### src/rtl/key_matrix_uart_if.sv
// Pin bundle of the key matrix scanner: column strobes out, row sense in,
// UART TX line and the two status LEDs.
// master = the scanner/transmitter, slave = the keyboard/board side.
interface key_matrix_uart_if #(
  parameter int COLS = 5,
  parameter int ROWS = 15
);
  logic [COLS-1:0] col_n;
  logic [ROWS-1:0] row_n;
  logic            tx;
  logic            led_act;
  logic            led_ovf;

  modport master (
    output col_n,
    input  row_n,
    output tx,
    output led_act,
    output led_ovf
  );

  modport slave (
    input  col_n,
    output row_n,
    input  tx,
    input  led_act,
    input  led_ovf
  );
endinterface

### src/rtl/key_matrix_uart.sv
// key_matrix_uart: scans a COLS x ROWS key matrix, debounces every key,
// queues make/break event bytes in a FIFO and sends them as UART frames.
// Event byte: bit7 = 0 make / 1 break, bits6:0 = key index (col*ROWS+row).
// Optional feature macro: UART_PARITY_EN adds an even parity bit (8E1 frame);
// without it the frame is 8N1.
// Event FIFO handshake: the key processor offers a push (valid) only on an
// accepted change and it is taken only while the FIFO is not full (ready);
// the TX engine pops only from IDLE while the FIFO is non-empty, and a pop
// in the same cycle never makes room for a push against a full FIFO.
module key_matrix_uart #(
  parameter int COLS       = 5,
  parameter int ROWS       = 15,
  parameter int SCAN_DIV   = 32,
  parameter int DEBOUNCE   = 4,
  parameter int FIFO_DEPTH = 8,
  parameter int BAUD_DIV   = 1042
) (
  input  logic              clk,
  input  logic              rst_n,
  key_matrix_uart_if.master pins,
  output logic [2:0]        o_dbg_tx_state
);
  localparam int NKEYS = COLS * ROWS;
  localparam int CW    = (COLS > 1) ? $clog2(COLS) : 1;
  localparam int RW    = (ROWS > 1) ? $clog2(ROWS) : 1;
  localparam int KW    = (NKEYS > 1) ? $clog2(NKEYS) : 1;
  localparam int DW    = $clog2(SCAN_DIV);
  localparam int BW    = (BAUD_DIV > 1) ? $clog2(BAUD_DIV) : 1;
  localparam int FAW   = (FIFO_DEPTH > 1) ? $clog2(FIFO_DEPTH) : 1;

  typedef enum logic [2:0] {
    S_IDLE,
    S_START,
    S_DATA,
`ifdef UART_PARITY_EN
    S_PARITY,
`endif
    S_STOP
  } tx_state_t;

  // ---------------- scan timing ----------------
  logic          r_active;
  logic [CW-1:0] r_col;
  logic [DW-1:0] r_dwell;
  logic          w_dwell_end;
  logic          w_col_end;

  assign w_dwell_end = (r_dwell == DW'(SCAN_DIV - 1));
  assign w_col_end   = (r_col == CW'(COLS - 1));

  // Column/dwell counters; r_active holds strobes off for the first cycle after reset.
  always_ff @(posedge clk or negedge rst_n) begin
    if (!rst_n) begin
      r_active <= 1'b0;
      r_col    <= '0;
      r_dwell  <= '0;
    end else if (!r_active) begin
      r_active <= 1'b1;
    end else if (w_dwell_end) begin
      r_dwell <= '0;
      r_col   <= w_col_end ? '0 : r_col + CW'(1);
    end else begin
      r_dwell <= r_dwell + DW'(1);
    end
  end

  assign pins.col_n = r_active ? ~(COLS'(1) << r_col) : '1;

  // ---------------- row sampling ----------------
  logic [ROWS-1:0] r_row_s1;
  logic [ROWS-1:0] r_row_s2;
  logic [ROWS-1:0] r_samp;

  // Two-flop synchroniser on the row inputs, then latch pressed = ~row at d==3.
  always_ff @(posedge clk or negedge rst_n) begin
    if (!rst_n) begin
      r_row_s1 <= '1;
      r_row_s2 <= '1;
      r_samp   <= '0;
    end else begin
      r_row_s1 <= pins.row_n;
      r_row_s2 <= r_row_s1;
      if (r_active && (r_dwell == DW'(3))) r_samp <= ~r_row_s2;
    end
  end

  // ---------------- key processing ----------------
  logic [NKEYS-1:0] r_stable;
  logic [3:0]       r_cnt [NKEYS];
  logic             r_ovf;
  logic             w_key_slot;
  logic [RW-1:0]    w_row;
  logic [KW-1:0]    w_key;
  logic             w_samp_bit;
  logic [3:0]       w_cnt_cur;
  logic             w_differ;
  logic             w_ripe;
  logic             w_full;
  logic             w_empty;
  logic             w_push;
  logic             w_pop;
  logic [7:0]       w_event;

  assign w_key_slot = r_active && (int'(r_dwell) >= 4) && (int'(r_dwell) < 4 + ROWS);
  assign w_row      = RW'(r_dwell - DW'(4));
  assign w_key      = KW'(int'(r_col) * ROWS + int'(w_row));
  assign w_samp_bit = r_samp[w_row];
  assign w_cnt_cur  = r_cnt[w_key];
  assign w_differ   = w_key_slot && (w_samp_bit != r_stable[w_key]);
  assign w_ripe     = (w_cnt_cur >= 4'(DEBOUNCE - 1));
  assign w_push     = w_differ && w_ripe && !w_full;
  assign w_event    = {~w_samp_bit, 7'(w_key)};

  // One key per cycle: count differing scans, accept on the DEBOUNCE-th, retry if FIFO full.
  always_ff @(posedge clk or negedge rst_n) begin
    if (!rst_n) begin
      r_stable <= '0;
      for (int i = 0; i < NKEYS; i++) r_cnt[i] <= '0;
      r_ovf <= 1'b0;
    end else if (w_key_slot) begin
      if (!w_differ) begin
        r_cnt[w_key] <= '0;
      end else if (!w_ripe) begin
        r_cnt[w_key] <= w_cnt_cur + 4'd1;
      end else if (!w_full) begin
        r_stable[w_key] <= w_samp_bit;
        r_cnt[w_key]    <= '0;
      end else begin
        r_ovf <= 1'b1;
      end
    end
  end

  // ---------------- event FIFO ----------------
  logic [7:0]     r_fifo [FIFO_DEPTH];
  logic [FAW-1:0] r_wptr;
  logic [FAW-1:0] r_rptr;
  logic [FAW:0]   r_count;

  assign w_full  = (r_count == (FAW+1)'(FIFO_DEPTH));
  assign w_empty = (r_count == '0);

  // FIFO storage; contents need no reset because the count gates reads.
  always_ff @(posedge clk) begin
    if (w_push) r_fifo[r_wptr] <= w_event;
  end

  // FIFO pointers and occupancy; simultaneous push and pop leave the count unchanged.
  always_ff @(posedge clk or negedge rst_n) begin
    if (!rst_n) begin
      r_wptr  <= '0;
      r_rptr  <= '0;
      r_count <= '0;
    end else begin
      if (w_push) r_wptr <= r_wptr + FAW'(1);
      if (w_pop)  r_rptr <= r_rptr + FAW'(1);
      case ({w_push, w_pop})
        2'b10:   r_count <= r_count + (FAW+1)'(1);
        2'b01:   r_count <= r_count - (FAW+1)'(1);
        default: r_count <= r_count;
      endcase
    end
  end

  // ---------------- UART TX engine ----------------
  tx_state_t     r_state;
  tx_state_t     w_state_next;
  logic [BW-1:0] r_baud;
  logic [BW-1:0] w_baud_next;
  logic [2:0]    r_bit;
  logic [2:0]    w_bit_next;
  logic [7:0]    r_data;
  logic          r_tx;
  logic          w_tx_next;
  logic          w_baud_end;

  assign w_baud_end = (r_baud == BW'(BAUD_DIV - 1));

  // Next-state logic: every non-IDLE state lasts BAUD_DIV cycles.
  always_comb begin
    w_state_next = r_state;
    w_baud_next  = r_baud;
    w_bit_next   = r_bit;
    w_pop        = 1'b0;
    if (r_state != S_IDLE) w_baud_next = w_baud_end ? '0 : r_baud + BW'(1);
    case (r_state)
      S_IDLE: begin
        if (!w_empty) begin
          w_pop        = 1'b1;
          w_state_next = S_START;
          w_baud_next  = '0;
          w_bit_next   = '0;
        end
      end
      S_START: if (w_baud_end) w_state_next = S_DATA;
      S_DATA: begin
        if (w_baud_end) begin
          if (r_bit == 3'd7) begin
`ifdef UART_PARITY_EN
            w_state_next = S_PARITY;
`else
            w_state_next = S_STOP;
`endif
          end else begin
            w_bit_next = r_bit + 3'd1;
          end
        end
      end
`ifdef UART_PARITY_EN
      S_PARITY: if (w_baud_end) w_state_next = S_STOP;
`endif
      S_STOP: if (w_baud_end) w_state_next = S_IDLE;
      default: w_state_next = S_IDLE;
    endcase
  end

  // Line level for the upcoming state, registered so tx is glitch-free.
  always_comb begin
    w_tx_next = 1'b1;
    case (w_state_next)
      S_START:  w_tx_next = 1'b0;
      S_DATA:   w_tx_next = r_data[w_bit_next];
`ifdef UART_PARITY_EN
      S_PARITY: w_tx_next = ^r_data;
`endif
      default:  w_tx_next = 1'b1;
    endcase
  end

  // TX state register, bit timing, latched byte and line driver.
  always_ff @(posedge clk or negedge rst_n) begin
    if (!rst_n) begin
      r_state <= S_IDLE;
      r_baud  <= '0;
      r_bit   <= '0;
      r_data  <= '0;
      r_tx    <= 1'b1;
    end else begin
      r_state <= w_state_next;
      r_baud  <= w_baud_next;
      r_bit   <= w_bit_next;
      r_tx    <= w_tx_next;
      if (w_pop) r_data <= r_fifo[r_rptr];
    end
  end

  assign pins.tx        = r_tx;
  assign pins.led_act   = (r_state != S_IDLE) || (|r_stable);
  assign pins.led_ovf   = r_ovf;
  assign o_dbg_tx_state = r_state;
endmodule

### src/flat_wrapper.sv
// flat-port wrapper written by rule: the top's interface ports become plain ports
module key_matrix_uart_flat 
#(
  parameter int COLS       = 5,
  parameter int ROWS       = 15,
  parameter int SCAN_DIV   = 32,
  parameter int DEBOUNCE   = 4,
  parameter int FIFO_DEPTH = 8,
  parameter int BAUD_DIV   = 1042
)
  (clk, rst_n, o_dbg_tx_state, pins_col_n, pins_row_n, pins_tx, pins_led_act, pins_led_ovf);
  key_matrix_uart_if #(.COLS(COLS), .ROWS(ROWS)) pins_i ();
  input  logic clk;
  input  logic rst_n;
  output logic [2:0] o_dbg_tx_state;
  output wire logic [$bits(pins_i.col_n)-1:0] pins_col_n;
  input wire logic [$bits(pins_i.row_n)-1:0] pins_row_n;
  output wire logic [$bits(pins_i.tx)-1:0] pins_tx;
  output wire logic [$bits(pins_i.led_act)-1:0] pins_led_act;
  output wire logic [$bits(pins_i.led_ovf)-1:0] pins_led_ovf;
  assign pins_col_n = pins_i.col_n;
  assign pins_i.row_n = pins_row_n;
  assign pins_tx = pins_i.tx;
  assign pins_led_act = pins_i.led_act;
  assign pins_led_ovf = pins_i.led_ovf;
  key_matrix_uart #(.COLS(COLS), .ROWS(ROWS), .SCAN_DIV(SCAN_DIV), .DEBOUNCE(DEBOUNCE), .FIFO_DEPTH(FIFO_DEPTH), .BAUD_DIV(BAUD_DIV)) u_core (.clk(clk), .rst_n(rst_n), .pins(pins_i), .o_dbg_tx_state(o_dbg_tx_state));
endmodule
### config.mk
export PLATFORM = sky130hd
export DESIGN_NAME = key_matrix_uart_flat
export DESIGN_NICKNAME = d
export VERILOG_FILES = /design/src/rtl/key_matrix_uart_if.sv /design/src/rtl/key_matrix_uart.sv /design/src/flat_wrapper.sv
export SDC_FILE = /design/constraint.sdc
export NUM_CORES = 1
export LEC_CHECK = 0
export CELL_PAD_IN_SITES_DETAIL_PLACEMENT = 1
export CELL_PAD_IN_SITES_GLOBAL_PLACEMENT = 2
export CORE_ASPECT_RATIO = 1.5
export CORE_UTILIZATION = 47
export CTS_CLUSTER_DIAMETER = 30
export CTS_CLUSTER_SIZE = 10
export DETAILED_ROUTE_END_ITERATION = 12
export HOLD_SLACK_MARGIN = 0.1
export PLACE_DENSITY = 0.82
export RECOVER_POWER = 100
export SLEW_MARGIN = 20
export SYNTH_ARGS = -nofsm -noshare
export SYNTH_HDL_FRONTEND = slang
export SYNTH_SLANG_ARGS = --single-unit
### constraint.sdc
create_clock -name clk -period 21.2 [get_ports clk]
set_input_delay 2.12 -clock clk [delete_from_list [all_inputs] [get_ports clk]]
set_output_delay 2.12 -clock clk [all_outputs]
set_load 0.1 [all_outputs]
# ---- Word level (Yosys, flattened, before mapping)
# Memories as Yosys holds them, arrays and structs flattened. A register that Yosys moved wholly into a read port is not among the register bits.
# Cells that the tools add are included.
dict set report word_totals {
  regBits 458
  latchBits 0
  ram_bits 64
  romBits 0
  in_bits 17
  out_inout_bits 11
  elab_cells 196
  mem_count 1
}
dict set report op_classes {
  n_addsub 11
  multipliers 1
  div_mod_pow 0
  order_cmp 9
  n_eq_ne 15
  n_shift 1
  muxes 41
  n_bitwise 7
  n_reduce_logical 20
}
# name words width rd rd_clocked_by_memory_dff write_ports line
set mem_list {}
lappend mem_list {u_core.r_fifo 8 8 1 1 1 key_matrix_uart.sv:135} ;# logic [7:0] r_fifo [FIFO_DEPTH];
# operator count
set ops {}
lappend ops {{300-bit two-way mux} 3}
lappend ops {{300-bit bitwise AND} 1}
lappend ops {{300-bit bitwise mux} 1}
lappend ops {{300-bit inverter} 1}
lappend ops {{75-bit bitwise mux} 1}
lappend ops {{75-bit OR reduction} 1}
lappend ops {{11-bit two-way mux} 4}
lappend ops {{4-bit binary-select mux with 7-bit select} 1}
lappend ops {{4-bit demux with 7-bit select} 1}
lappend ops {{3-bit two-way mux} 9}
lappend ops {{15-bit inverter} 1}
lappend ops {{3-bit by 1-bit adder with 3-bit output, second input constant} 4}
lappend ops {{4-bit two-way mux} 3}
lappend ops {{3-bit one-hot mux with 4 select lines} 1}
lappend ops {{11-bit by 1-bit adder with 11-bit output, second input constant} 1}
lappend ops {{11-bit == test, second input constant} 1}
lappend ops {{5-bit two-way mux} 2}
lappend ops {{3-bit by 2-bit == test with 1-bit output, second input constant} 3}
lappend ops {{4-bit by 1-bit adder with 4-bit output, second input constant} 2}
lappend ops {{8-bit >= comparator, second input constant} 1}
lappend ops {{1-bit logical AND} 8}
lappend ops {{7-bit by 8-bit less-than comparator with 1-bit output, second input constant} 1}
lappend ops {{8-bit by 1-bit less-than comparator with 1-bit output, second input constant} 1}
lappend ops {{1-bit two-way mux} 8}
lappend ops {{other kinds (39)} 45}

# ---- Depth between registers and ports, before layout
# Gate-level depths: netlist (run 1).
dict set report depth {
  ltp_word 12
  depth_mapped 34
  depth_no_buf 26
}

# ---- Worst setup path before layout (run 1)
# Ideal clock, no wire load.
dict set report synth_path {
  path_type {register -> register}
  startpoint {register u_core.r_col[0]}
  endpoint {register u_core.r_count[2]}
  setup_ns 0.125
  t_arrival_ns 6.930
  t_required_ns 21.075
  path_slack_ns 14.145
  path_stages_with_launch 31
  path_buffers 10
  synth_period_minus_slack_ns 7.055
  cell_sequence {dfrtp_1 -> fa_1 -> inv_1 -> fa_1 -> fa_1 -> buf_4 -> buf_2 -> buf_2 -> buf_2 -> buf_2 -> buf_1 -> clkbuf_1 -> mux4_2 -> nor2_1 -> o32ai_1 -> or4_1 -> ha_1 -> inv_1 -> o2111a_1 -> buf_2 -> nor4_4 -> buf_6 -> buf_6 -> inv_2 -> ha_1 -> xor2_1 -> ha_1 -> a21oi_1 -> xor2_1 -> nor2_1 -> xor2_1}
}
dict set report synth_via {
  elab_chain_len 11
  elab_cells_between_ends 17
  cone_classes {add/sub: 1; mul: 1; order compare: 1; eq/ne: 3; mux: 6; bitwise: 1; reduce/logical: 4}
}
# item line
set synth_rtl {}
lappend synth_rtl {{from (decl)} key_matrix_uart.sv:43} ;# logic [CW-1:0] r_col;
lappend synth_rtl {{from (signal assigned)} key_matrix_uart.sv:61} ;# r_col <= w_col_end ? '0 : r_col + CW'(1);
lappend synth_rtl {{3-bit by 4-bit multiplier with 7-bit output *} key_matrix_uart.sv:106} ;# assign w_key = KW'(int'(r_col) * ROWS + int'(w_row));
lappend synth_rtl {{7-bit by 5-bit adder with 7-bit output *} key_matrix_uart.sv:106}
lappend synth_rtl {{7-bit inverter with 8-bit output (implied by the code)} key_matrix_uart.sv:108} ;# assign w_cnt_cur = r_cnt[w_key];
lappend synth_rtl {{4-bit binary-select mux with 7-bit select} key_matrix_uart.sv:108}
lappend synth_rtl {{4-bit two-way mux (implied by the code) (2 in series)} key_matrix_uart.sv:108}
lappend synth_rtl {{4-bit by 2-bit >= comparator with 1-bit output} key_matrix_uart.sv:110} ;# assign w_ripe = (w_cnt_cur >= 4'(DEBOUNCE - 1));
lappend synth_rtl {{1-bit logical AND * (2 in series)} key_matrix_uart.sv:111} ;# assign w_push = w_differ && w_ripe && !w_full;
lappend synth_rtl {{2-bit by 1-bit == test with 1-bit output / 2-bit == test (equally long branches)} key_matrix_uart.sv:157} ;# case ({w_push, w_pop})
lappend synth_rtl {{4-bit one-hot mux with 2 select lines / 2-bit nonzero test (equally long branches)} --}
lappend synth_rtl {{to (signal assigned)} key_matrix_uart.sv:158} ;# 2'b10: r_count <= r_count + (FAW+1)'(1);
lappend synth_rtl {{to (signal assigned)} key_matrix_uart.sv:159} ;# 2'b01: r_count <= r_count - (FAW+1)'(1);
lappend synth_rtl {{to (signal assigned)} key_matrix_uart.sv:160} ;# default: r_count <= r_count;
lappend synth_rtl {{to (decl)} key_matrix_uart.sv:138} ;# logic [FAW:0] r_count;
# Every way passes the cells marked *; elsewhere a longest branch is shown, timed or not. The select of a mux whose other input is x is not followed.
# A chain may end at the register's enable or synchronous reset.

# ---- Final worst setup path (run 1)
dict set report layout_path {
  startpoint {register u_core.r_dwell[0]}
  endpoint {memory u_core.r_fifo[2][0], enable pin}
}
dict set report layout_via {
  elab_chain_len 11
  elab_cells_between_ends 21
  cone_classes {add/sub: 2; order compare: 3; eq/ne: 1; mux: 9; bitwise: 1; reduce/logical: 5}
}
# item line
set layout_rtl {}
lappend layout_rtl {{from (decl)} key_matrix_uart.sv:44} ;# logic [DW-1:0] r_dwell;
lappend layout_rtl {{from (signal assigned)} key_matrix_uart.sv:63} ;# r_dwell <= r_dwell + DW'(1);
lappend layout_rtl {{4-bit by 3-bit subtractor with 4-bit output *} key_matrix_uart.sv:105} ;# assign w_row = RW'(r_dwell - DW'(4));
lappend layout_rtl {{7-bit by 5-bit adder with 7-bit output *} key_matrix_uart.sv:106}
lappend layout_rtl {{via u_core.w_event[0]} key_matrix_uart.sv:102} ;# logic [7:0] w_event;
lappend layout_rtl {{7-bit inverter with 8-bit output (implied by the code)} key_matrix_uart.sv:108}
lappend layout_rtl {{4-bit binary-select mux with 7-bit select} key_matrix_uart.sv:108}
lappend layout_rtl {{4-bit two-way mux (implied by the code) (2 in series)} key_matrix_uart.sv:108}
lappend layout_rtl {{4-bit by 2-bit >= comparator with 1-bit output} key_matrix_uart.sv:110}
lappend layout_rtl {{1-bit logical AND * (2 in series)} key_matrix_uart.sv:111}
lappend layout_rtl {{1-bit two-way mux *} key_matrix_uart.sv:145} ;# if (w_push) r_fifo[r_wptr] <= w_event;
lappend layout_rtl {{1-bit two-way mux (implied by the code) *} key_matrix_uart.sv:145}
lappend layout_rtl {{to (decl)} key_matrix_uart.sv:135}
# The timed path passes the listed nets; every way through them passes the cells marked *. The select of a mux whose other input is x is not followed.

==> metrics.md, run 1 <==
| Metric | Value |
|---|---|
| Clock Pin Slew Worst Setup and Hold Paths | `0.05 ns` |
| Slew margin rel. | `-3.424` |
| Nets | `around 2100` |
| Dpl hpwl | `52.42 mm` |
| RSZ-0062 raised after global routing | `no` |
| Antenna cells | `0` |
| GP Congestion | `0.9153` |
| Drt pass-1 iters | `5` |
| Hold Crit Class | `flip-flop to flip-flop` |
| Root Driver | `clkbuf_16` |
| Skew final | `0.02849 ns` |
| Cts bufs inserted | `96` |
| Most frequent cells in the layout | `dfrtp_1 (434), o21ai_0 (179), a31oi_1 (157), nand2_1 (114), clkbuf_16 (100)` |
| Most common cell after layout, fill and taps aside | `dfrtp_1` |
| Clock sink total | `530` |
| Fin Setup TNS | `0 ns` |
| Fmax | `72.21 MHz` |
| Largest net degree at the start of global routing | `142` |
| Sw frac | `0.4534` |
| Crit-path max FO | `46` |
| Worst-case reg-to-reg path depth | `15` |
| Critical Path Sink Type | `flip-flop` |
| Seq pwr share | `0.242` |
| Post-route insts no fill | `2812` |
| Cell leakage power | `12.00 nW` |
| Height of the die | `280.7 um` |
| Clock tree from TritonCTS | `done` |
| DRC | `0` |
| Final hold vios | `0` |
| Final period utilization | `0.6533` |
| Power density over the cells | `185.0 mW/mm2` |
| Core area | `0.05093 mm2` |
| CTS H-tree lvls | `3` |
| Placed Instances | `2634` |
| Remaining antenna violation count after routing | `0` |
| Yosys reg bits | `530` |
| Rows | `101` |
| IO buf count | `27` |
| P_sw | `0.002379 W` |
| Synth cell types | `89` |
| Number of global-route vias before repair | `between 15000 and 20000` |
| WHS Path Cells | `0` |
| Failing checks | `max-capacitance violations, max-slew violations` |
| Io pins | `28` |
| DR vias | `18400` |
| Worst Path Arrival | `around 14 ns` |
| Area growth, synth to finish | `16.48%` |
| Via density | `around 6.5` |
| Die W | `roughly 190 um` |
| Layout cells sized above 1 | `0.1666` |
| Worst R2R Setup Slack | `7.35 ns` |
| Tightest Pin Transition | `~6.6 ns` |
| Drt total wl | `roughly 83 mm` |
| Peak supply drop | `0.1964 mV` |
| Post-CTS setup buffer count | `0` |
| HP Start | `u_core.r_row_s1[4]` |
| Power share of the clock group | `0.306` |
| Worst R2R End | `u_core.r_fifo[2][0]` |
| Outcome | `finished with violations` |
| Cts repair resizes | `0` |
| Hold WS | `0.3544 ns` |
| 1st-iter DRT viols | `around 1200` |
| Syn_nets | `2111` |
| GR Util All Layers | `0.3222` |
| FF-to-FF Start | `u_core.r_dwell[0]` |
| Crit start category | `flip-flop` |
| Hold_buf cts | `0` |
| Initial antenna violation count | `0` |
| Kind of critical path | `flip-flop to flip-flop` |
| Post-synthesis sequential area ratio | `0.5595` |
| Int Pwr | `between 0.002 and 0.003 W` |
| MaxCap Viol Count | `21` |
| Required time of the critical path | `21.40 ns` |
| Multi-input logic area | `0.009807 mm2` |
| WL/cell | `29.48 um` |
| Top FF cell, synth | `dfrtp_1` |
| Max-slew violations | `876` |
| Register Area | `between 0.01 and 0.015 mm2` |
| Worst Hold End | `u_core.r_row_s2[4]` |
| Ys Warns | `0` |
| Combinational share of power | `0.452` |
| Clk buf depth | `3` |
| EDFF count, synth | `64` |
| Mapped Cells | `about 2100` |
| Final setup vio count | `0` |
| Mapped Area | `0.02434 mm2` |
| Initial Utilization | `0.4780` |
| Congestion Overflow GR | `0` |
| First-pass GRT wire length | `between 100 and 150 mm` |
| # fillers | `slightly above 5000` |
| Clock Latency Late Sink | `about 0.65 ns` |
| Die ar. | `0.05273 mm2` |
| Avg Cell Area, Syn | `11.82 um2` |
| Period minus WS final | `13.85 ns` |
| Fraction of registers with async set/reset | `0.8792` |
worst max-delay path, stage by stage (launching register included):
cell      delay, ns
dfrtp_1        0.55
ha_1           1.45
clkbuf_1       2.05
clkbuf_1       2.32
nor2b_1        0.91
a221oi_1       0.65
o221ai_1       0.21
o32ai_1        0.24
or4_1          0.19
ha_1           0.14
inv_1          0.05
o2111a_1       0.27
nor4_1         0.24
clkbuf_1       1.56
inv_1          0.53
nor4b_1        1.90
routing by layer:
metal  wire length [um]  track usage  part of all wire  vias to the layer above
met5                  0            0                 0                        -
met4               5473       0.2143             0.066                        0
met3               4611      0.05007             0.056                      265
met2              42240       0.5541              0.51                      731
met1              30590       0.3721              0.37                     9619
li1                   -            -                 -                     7780
logic make-up (layout without fill, tap and decap cells):
group / after synthesis / count (layout) / synth area share
multiplexers: 153 / 153 / 0.09164
buffers and inverters: 202 / 285 / 0.03598
AND/OR/NAND/NOR: 462 / 462 / 0.1029
adder cells (fa/ha/maj): 34 / 34 / 0.01902
other: 2 / 2 / 0.0003085
AO/OA/AOI/OAI: 655 / 655 / 0.1824
flip-flops: 530 / 530 / 0.5595
XOR/XNOR: 22 / 22 / 0.008224
synth_stat cells, drive strengths merged (6+ instances only):
| master | n | share of area |
|---|---|---|
| nor3b | 7 | 0.0024 |
| mux4 | 52 | 0.048 |
| dfstp | 31 | 0.033 |
| nor4 | 24 | 0.0077 |
| o21a | 74 | 0.023 |
| nor2b | 12 | 0.0031 |
| nor3 | 17 | 0.0035 |
| a211oi | 10 | 0.0031 |
| o221ai | 15 | 0.0054 |
| xnor2 | 9 | 0.0035 |
| and2 | 94 | 0.024 |
| nor2 | 73 | 0.011 |
| a22oi | 8 | 0.0025 |
| clkbuf | 102 | 0.016 |
| a221o | 7 | 0.0029 |
| a22o | 22 | 0.0079 |
| or2 | 22 | 0.0057 |
| a221oi | 18 | 0.0065 |
| a21oi | 26 | 0.0053 |
| ha | 29 | 0.015 |
| nand2b | 10 | 0.0026 |
| and3b | 6 | 0.0022 |
| and3 | 11 | 0.0028 |
| dfrtp | 435 | 0.45 |
| nand3 | 32 | 0.0070 |
| nand4 | 9 | 0.0023 |
| nand2 | 116 | 0.018 |
| o21ai | 179 | 0.037 |
| o221a | 6 | 0.0028 |
| o22ai | 23 | 0.0059 |
| mux2i | 62 | 0.025 |
| o31ai | 9 | 0.0036 |
| edfxtp | 64 | 0.079 |
| xor2 | 13 | 0.0047 |
| inv | 30 | 0.0046 |
| a31oi | 157 | 0.040 |
| a21o | 7 | 0.0022 |
| buf | 66 | 0.015 |
| o2bb2ai | 61 | 0.022 |
| mux2 | 39 | 0.018 |
metrics by stage:
step / instance area [um2] / util / setup slack, ns / total power [W]
final: 28360 / 0.5568 / 7.351 / 0.005247
after CTS: 28590 / 0.5615 / 12.70 / 0.005281
after floorplan: 24340 / - / 14.15 / 0.002789
after global placement: 25170 / 0.4941 / 13.11 / 0.003602
after detailed placement: 25190 / 0.4947 / 12.80 / 0.003657
after global routing: 28360 / 0.5568 / 6.262 / 0.005404
worst max path at each step:
stage                      startpoint             endpoint  cells past startpoint
global route                    rst_n     u_core.r_cnt[56]                      4
finish              u_core.r_dwell[0]  u_core.r_fifo[2][0]                     15
floorplan             u_core.r_col[0]    u_core.r_count[2]                     30
CTS                   u_core.r_col[0]  u_core.r_fifo[5][4]                     18
detailed placement    u_core.r_col[0]  u_core.r_fifo[5][4]                     18
global placement      u_core.r_col[0]  u_core.r_fifo[5][4]                     18
cell type report:
class / instances / share of cell area
clock inverter: 61 / 0.02683
tap: 669 / 0.02952
sequential: 530 / 0.4804
multi-input combinational: 1328 / 0.3458
clock buffer: 116 / 0.09319
inverter: 34 / 0.004501
timing repair buffer: 74 / 0.01972
power by group through the flow:
stage	sequential, W	clock, W	combinational, W
final	0.00127	0.00160	0.00237
after global routing	0.00128	0.00167	0.00246
after CTS	0.00127	0.00162	0.00239
after detailed placement	0.00128	0	0.00237
after global placement	0.00127	0	0.00233
after floorplan	0.00124	0	0.00155
sequential cells by signal, indices dropped and copies added, names as in the netlist:
name                   cells
u_core.r_baud             11
u_core.r_row_s2           15
u_core.r_bit               3
u_core.r_wptr              3
u_core.o_dbg_tx_state      3
u_core.r_fifo             64
u_core.pins.tx             1
u_core.r_active            1
u_core.r_count             4
u_core.r_col               3
u_core.r_data              8
u_core.r_rptr              3
u_core.r_cnt             300
u_core.r_row_s1           15
u_core.r_samp             15
u_core.r_dwell             5
u_core.r_stable           75
u_core.pins.led_ovf        1
No activity file was read; power rests on OpenSTA's default activity.
==> run 2: changes to the inputs <==
Settings changed: CORE_UTILIZATION 47 to 44, PLACE_DENSITY 0.82 to 0.78.
Clock period 21.2 ns to 13.06 ns, I/O delays scaled along.
==> run 2 against run 1 <==
Against the previous run:
- the run still ends with max-capacitance violations, max-slew violations left
- fmax rose by 25%
- highest routed layer unchanged
- clock-buffer cell count down 1
- sequential power up 62%
- total power is 64% higher
- first-iteration DRC count grew 8.1%
- critical endpoint is now u_core.r_cnt[121]
- final cell count increased by 0.96%
- final area rose by 0.63%
- core utilization down 3.5 points
==> metrics.md, run 2 (synthesized netlist as in run 1, its figures left out) <==
| Metric | Value |
|---|---|
| DRC | `0` |
| Die W | `between 150 and 200 um` |
| Max stage delay on crit path | `roughly 2.6 ns` |
| Clock Latency Late Sink | `0.65 ns` |
| Critical Path Sink Type | `flip-flop` |
| Power share of the clock group | `0.309` |
| Clock tree from TritonCTS | `done` |
| Congestion Overflow GR | `0` |
| Clock Pin Slew Worst Setup and Hold Paths | `0.05 ns` |
| Via density | `6.408` |
| Cts bufs inserted | `96` |
| Dpl hpwl | `52.87 mm` |
| Hold_buf cts | `0` |
| Top reg by flops | `u_core.r_cnt` |
| Required time of the critical path | `13.60 ns` |
| Number of global-route vias before repair | `19580` |
| Final setup vio count | `0` |
| Tightest Pin Transition | `6.614 ns` |
| DR vias | `around 18000` |
| Critical path depth | `15` |
| Height of the die | `just under 300 um` |
| Core area | `0.05465 mm2` |
| Int Pwr | `between 0.004 and 0.005 W` |
| HP Start | `u_core.r_row_s1[4]` |
| 1st-iter DRT viols | `between 1000 and 1500` |
| Fin Setup TNS | `0 ns` |
| Most frequent cells in the layout | `dfrtp_1 (434), o21ai_0 (179), a31oi_1 (157), nand2_1 (115), clkbuf_16 (97)` |
| Hold Crit Class | `flip-flop to flip-flop` |
| Cell leakage power | `12.10 nW` |
| Nets | `approximately 2100` |
| Fmax | `90.45 MHz` |
| Sw frac | `0.4479` |
| Period minus WS final | `11.06 ns` |
| Drt pass-1 iters | `5` |
| Largest net degree at the start of global routing | `roughly 120` |
| Remaining antenna violation count after routing | `0` |
| Final hold vios | `0` |
| Library cell appearing most often on the critical path | `fa_1` |
| CP bufs+invs | `3` |
| WL/cell | `roughly 29 um` |
| Top flop regs | `u_core.r_cnt: 300 flops, u_core.r_stable: 75 flops, u_core.r_fifo: 64 flops` |
| Io pins | `28` |
| Combinational share of power | `0.452` |
| Final period utilization | `0.8466` |
| Max-slew violations | `715` |
| Crit start category | `flip-flop` |
| Rows | `105` |
| Skew final | `0.02760 ns` |
| Crit-path cells | `fa_1 > inv_1 > fa_1 > fa_1 > buf_4 > nor2b_1 > a221oi_1 > o221a_2 > o22ai_1 > a211oi_1 > o2111a_1 > o31ai_1 > buf_4 > o21ai_0 > o21ai_0` |
| Layout cells sized above 1 | `0.1744` |
| GR Util All Layers | `0.2994` |
| IO buf count | `27` |
| Area growth, synth to finish | `17.22%` |
| WHS Path Cells | `0` |
| Max reg flops | `300` |
| Clk buf depth | `3` |
| Drt total wl | `between 80 and 90 mm` |
| Crit. Startpoint | `u_core.r_col[0]` |
| Worst path top cell family by delay | `compound AO/OA/AOI/OAI gates` |
| Crit-path max FO | `69` |
| Peak supply drop | `0.2645 mV` |
| Failing checks | `max-capacitance violations, max-slew violations` |
| Kind of critical path | `flip-flop to flip-flop` |
| MaxCap Viol Count | `15` |
| Cts repair resizes | `0` |
| P_sw | `0.003853 W` |
| Slew margin rel. | `-3.409` |
| Worst Path Arrival | `11.60 ns` |
| First-pass GRT wire length | `126.2 mm` |
| Power density over the cells | `301.4 mW/mm2` |
| CP max stage cell | `fa_1` |
| Seq pwr share | `0.239` |
| RSZ-0062 raised after global routing | `no` |
| Root Driver | `clkbuf_16` |
| Die ar. | `between 0.05 and 0.06 mm2` |
| Initial antenna violation count | `0` |
| Total Power | `0.008602 W` |
| Initial Utilization | `0.4454` |
| Clock sink total | `530` |
| Post-CTS setup buffer count | `0` |
| CTS H-tree lvls | `3` |
| GP Congestion | `between 0.8 and 0.9` |
| Antenna cells | `0` |
| Worst-case reg-to-reg path depth | `15` |
| Most common cell after layout, fill and taps aside | `dfrtp_1` |
| FF-to-FF Start | `u_core.r_col[0]` |
| Outcome | `finished with violations` |
## run 2: through the flow
step                      std cells  area, um2    util  setup slack [ns]  hold WS, ns
after floorplan                2060      24340       -             6.005       0.3452
after global routing           2839      28540  0.5221             1.784       0.3476
after CTS                      2838      28690  0.5249             3.926       0.3452
final                          2839      28540  0.5221             2.004       0.3457
after global placement         2659      25190  0.4609             4.029       0.3467
after detailed placement       2659      25210  0.4613             3.929       0.3475
## run 2: worst reg2reg max path, stage by stage, from the launching register on
cell	delay, ns
dfrtp_1	0.47
fa_1	0.63
inv_1	0.09
fa_1	0.53
fa_1	2.62
buf_4	1.05
nor2b_1	1.09
a221oi_1	0.24
o221a_2	0.35
o22ai_1	0.36
a211oi_1	0.21
o2111a_1	0.48
o31ai_1	1.96
buf_4	0.62
o21ai_0	0.14
o21ai_0	0.11
## run 2: path summary, 6_finish.rpt
kind | endpoint | slack [ns]
max reg2reg | u_core.r_cnt[121] | 2.00
min | u_core.r_row_s2[4] | 0.35
max in group asynchronous | u_core.r_cnt[223] | 3.52
max | u_core.r_cnt[121] | 2.00
min in group asynchronous | u_core.r_samp[12] | 3.15
min reg2reg | u_core.r_row_s2[4] | 0.35
## run 2: metal layers
layer / vias up / GRT usage / share of wire / wire length [um]
li1: 7760 / - / - / -
met1: 9539 / 0.3551 / 0.38 / 30980
met2: 642 / 0.5059 / 0.51 / 41750
met3: 250 / 0.04405 / 0.051 / 4208
met4: 0 / 0.1980 / 0.067 / 5488
met5: - / 0 / 0 / 0
## run 2: power groups by stage
| stage | Sequential (W) | Combinational (W) | Clock [W] |
|---|---|---|---|
| detailed placement | 0.00208 | 0.00385 | 0 |
| finish | 0.00206 | 0.00389 | 0.00266 |
| global placement | 0.00207 | 0.00380 | 0 |
| global route | 0.00208 | 0.00405 | 0.00276 |
| floorplan | 0.00202 | 0.00251 | 0 |
| CTS | 0.00206 | 0.00387 | 0.00269 |
## run 2: layout make-up
cell class                      instances  area (um2)
Clock buffer                          115        2615
Clock inverter                         64       859.6
Fill cell                            5565       26120
Inverter                               34       127.6
Multi-Input combinational cell       1328        9871
Sequential cell                       530       13620
Tap cell                              695       869.6
Timing Repair Buffer                   73       570.5
==> run 3: changes to the inputs <==
Clock period 13.06 ns to 11.05 ns, I/O delays scaled along.
==> run 3 against run 2 <==
Against the previous run:
- the run still ends with max-capacitance violations, max-slew violations left
- global-route usage grew 0.81 points
- worst hold slack gained 0.0057 ns
- fmax up 18%
- clock skew increased by 0.00078 ns
- non-clock buffer count shrank 4
- clock-buffer cell count increased by 5
- register-to-register slack worse by 0.31 ns
- core utilization down 0.069 points
- die area unchanged
- first-iteration DRC count barely moved
- largest cell class unchanged
==> metrics.md, run 3 (synthesized netlist as in run 1, its figures left out) <==
| Metric | Value |
|---|---|
| Tightest Pin Transition | `~6.8 ns` |
| Dpl hpwl | `about 55 mm` |
| CTS H-tree lvls | `3` |
| Cts repair resizes | `0` |
| Crit-path max FO | `between 40 and 50` |
| WL/cell | `slightly below 30 um` |
| Most common cell after layout, fill and taps aside | `dfrtp_1` |
| Core area | `around 0.055 mm2` |
| Final setup vio count | `0` |
| Antenna cells | `0` |
| Power share of the clock group | `0.308` |
| IO buf count | `27` |
| Nets | `2112` |
| RSZ-0062 raised after global routing | `no` |
| Die W | `just under 200 um` |
| Max reg flops | `300` |
| Kind of critical path | `flip-flop to flip-flop` |
| Max-slew violations | `between 500 and 600` |
| FF-to-FF Start | `u_core.r_col[0]` |
| # fillers | `5584` |
| Worst R2R Setup Slack | `1.69 ns` |
| Outcome | `finished with violations` |
| Cts bufs inserted | `98` |
| Remaining antenna violation count after routing | `0` |
| 1st-iter DRT viols | `between 1000 and 1500` |
| Final period utilization | `0.8467` |
| Hold_buf cts | `0` |
| Worst Path Arrival | `9.59 ns` |
| Fin Setup TNS | `0 ns` |
| Largest net degree at the start of global routing | `153` |
| MaxCap Viol Count | `13` |
| WHS Path Cells | `0` |
| Power density over the cells | `356.3 mW/mm2` |
| Combinational share of power | `0.451` |
| DRC | `0` |
| Worst Hold End | `u_core.r_row_s2[5]` |
| Layout cells sized above 1 | `0.1725` |
| Fmax | `106.9 MHz` |
| Die ar. | `0.05629 mm2` |
| Clock sink total | `530` |
| Crit start category | `flip-flop` |
| Failing checks | `max-capacitance violations, max-slew violations` |
| Most frequent cells in the layout | `dfrtp_1 (434), o21ai_0 (179), a31oi_1 (157), nand2_1 (114), clkbuf_16 (102)` |
| Drt total wl | `84.09 mm` |
| HP Start | `u_core.r_row_s1[5]` |
| Slew margin rel. | `-3.503` |
| Rows | `105` |
| Area growth, synth to finish | `17.06%` |
| P_sw | `0.004598 W` |
| Post-CTS setup buffer count | `0` |
| Number of global-route vias before repair | `20070` |
| Final hold vios | `0` |
| GP Congestion | `around 0.92` |
| Height of the die | `290.1 um` |
| Initial antenna violation count | `0` |
| Int Pwr | `0.005557 W` |
| DR vias | `18310` |
| Peak supply drop | `around 0.26 mV` |
| Root Driver | `clkbuf_16` |
| Period minus WS final | `9.356 ns` |
| Clock Pin Slew Worst Setup and Hold Paths | `0.05 ns` |
| Skew final | `0.02839 ns` |
| Sw frac | `0.4528` |
| Cell leakage power | `12.04 nW` |
| Via density | `6.461` |
| Seq pwr share | `0.240` |
| Worst R2R End | `u_core.r_fifo[3][6]` |
| Top flop regs | `u_core.r_cnt: 300 flops, u_core.r_stable: 75 flops, u_core.r_fifo: 64 flops` |
| Worst-case reg-to-reg path depth | `14` |
| Clock tree from TritonCTS | `done` |
| Drt pass-1 iters | `7` |
| First-pass GRT wire length | `129.8 mm` |
| Hold WS | `0.3513 ns` |
| Initial Utilization | `0.4454` |
| Critical Path Sink Type | `flip-flop` |
| Clock Latency Late Sink | `about 0.64 ns` |
| Top reg by flops | `u_core.r_cnt` |
| Hold Crit Class | `flip-flop to flip-flop` |
| GR Util All Layers | `0.3075` |
| Io pins | `28` |
| Congestion Overflow GR | `0` |
| Clk buf depth | `3` |
| Required time of the critical path | `11.28 ns` |
-- run 3: cell count changes in the layout (fill, tap and decap cells not counted), moves of 3 or more --
| cell | previous run | this run |
|---|---|---|
| bufinv_16 | 17 | 14 |
| clkinv_2 | 23 | 13 |
| clkinvlp_4 | 5 | 15 |
| clkbuf_16 | 97 | 102 |
| inv_6 | 6 | 9 |
| buf_4 | 29 | 26 |
| and2_0 | 65 | 60 |
| and2_1 | 29 | 34 |
-- run 3: worst max path at each step --
stage / from / end / cells past startpoint
floorplan: u_core.r_col[0] / u_core.r_count[2] / 30
global placement: u_core.r_col[0] / u_core.r_fifo[3][7] / 14
detailed placement: u_core.r_col[0] / u_core.r_fifo[4][1] / 14
CTS: u_core.r_col[0] / u_core.r_fifo[4][1] / 14
global route: u_core.r_col[0] / u_core.r_fifo[3][6] / 16
finish: u_core.r_col[0] / u_core.r_fifo[3][6] / 14
-- run 3: layout make-up --
class / count / area (um2) / share of cell area
Multi-Input combinational cell: 1328 / 9874 / 0.3465
Tap cell: 695 / 869.6 / 0.03051
Clock inverter: 58 / 745.7 / 0.02617
Timing Repair Buffer: 69 / 538.0 / 0.01888
Sequential cell: 530 / 13620 / 0.4780
Clock buffer: 120 / 2720 / 0.09545
Inverter: 34 / 127.6 / 0.004478
-- run 3: per-stage QoR --
stage	setup WS (ns)	total power [W]	instances	utilization	area (um2)
after CTS	2.778	0.01021	2833	0.5241	28640
after global placement	2.800	0.006948	2655	0.4604	25160
final	1.694	0.01015	2834	0.5215	28500
after detailed placement	2.791	0.007035	2655	0.4607	25180
after global routing	1.261	0.01051	2834	0.5215	28500
after floorplan	3.995	0.005350	2060	-	24340
-- run 3: critical path, stage by stage (launching register included) --
cell	delay [ns]
dfrtp_1	0.47
fa_1	0.63
inv_1	0.08
fa_1	0.54
fa_4	1.35
clkinv_1	0.61
clkbuf_1	0.64
mux4_2	0.45
or3_1	0.36
a2111oi_2	0.45
a31oi_1	0.11
o221a_1	0.51
nor4_1	1.17
inv_1	0.45
nor3_1	1.14
-- run 3: per-layer routing --
layer	vias to the layer above	track usage	routed length (um)
met1	9553	0.3671	31810
met2	691	0.5156	41770
met4	0	0.1998	6002
li1	7768	-	-
met3	298	0.04870	4508
met5	-	0	0
-- run 3: power groups by stage --
stage                     clock [W]  sequential, W  combinational (W)
after floorplan                   0        0.00238            0.00297
after detailed placement          0        0.00247            0.00457
after CTS                   0.00318        0.00244            0.00459
final                       0.00313        0.00244            0.00458
after global placement            0        0.00245            0.00449
after global routing        0.00326        0.00246            0.00478
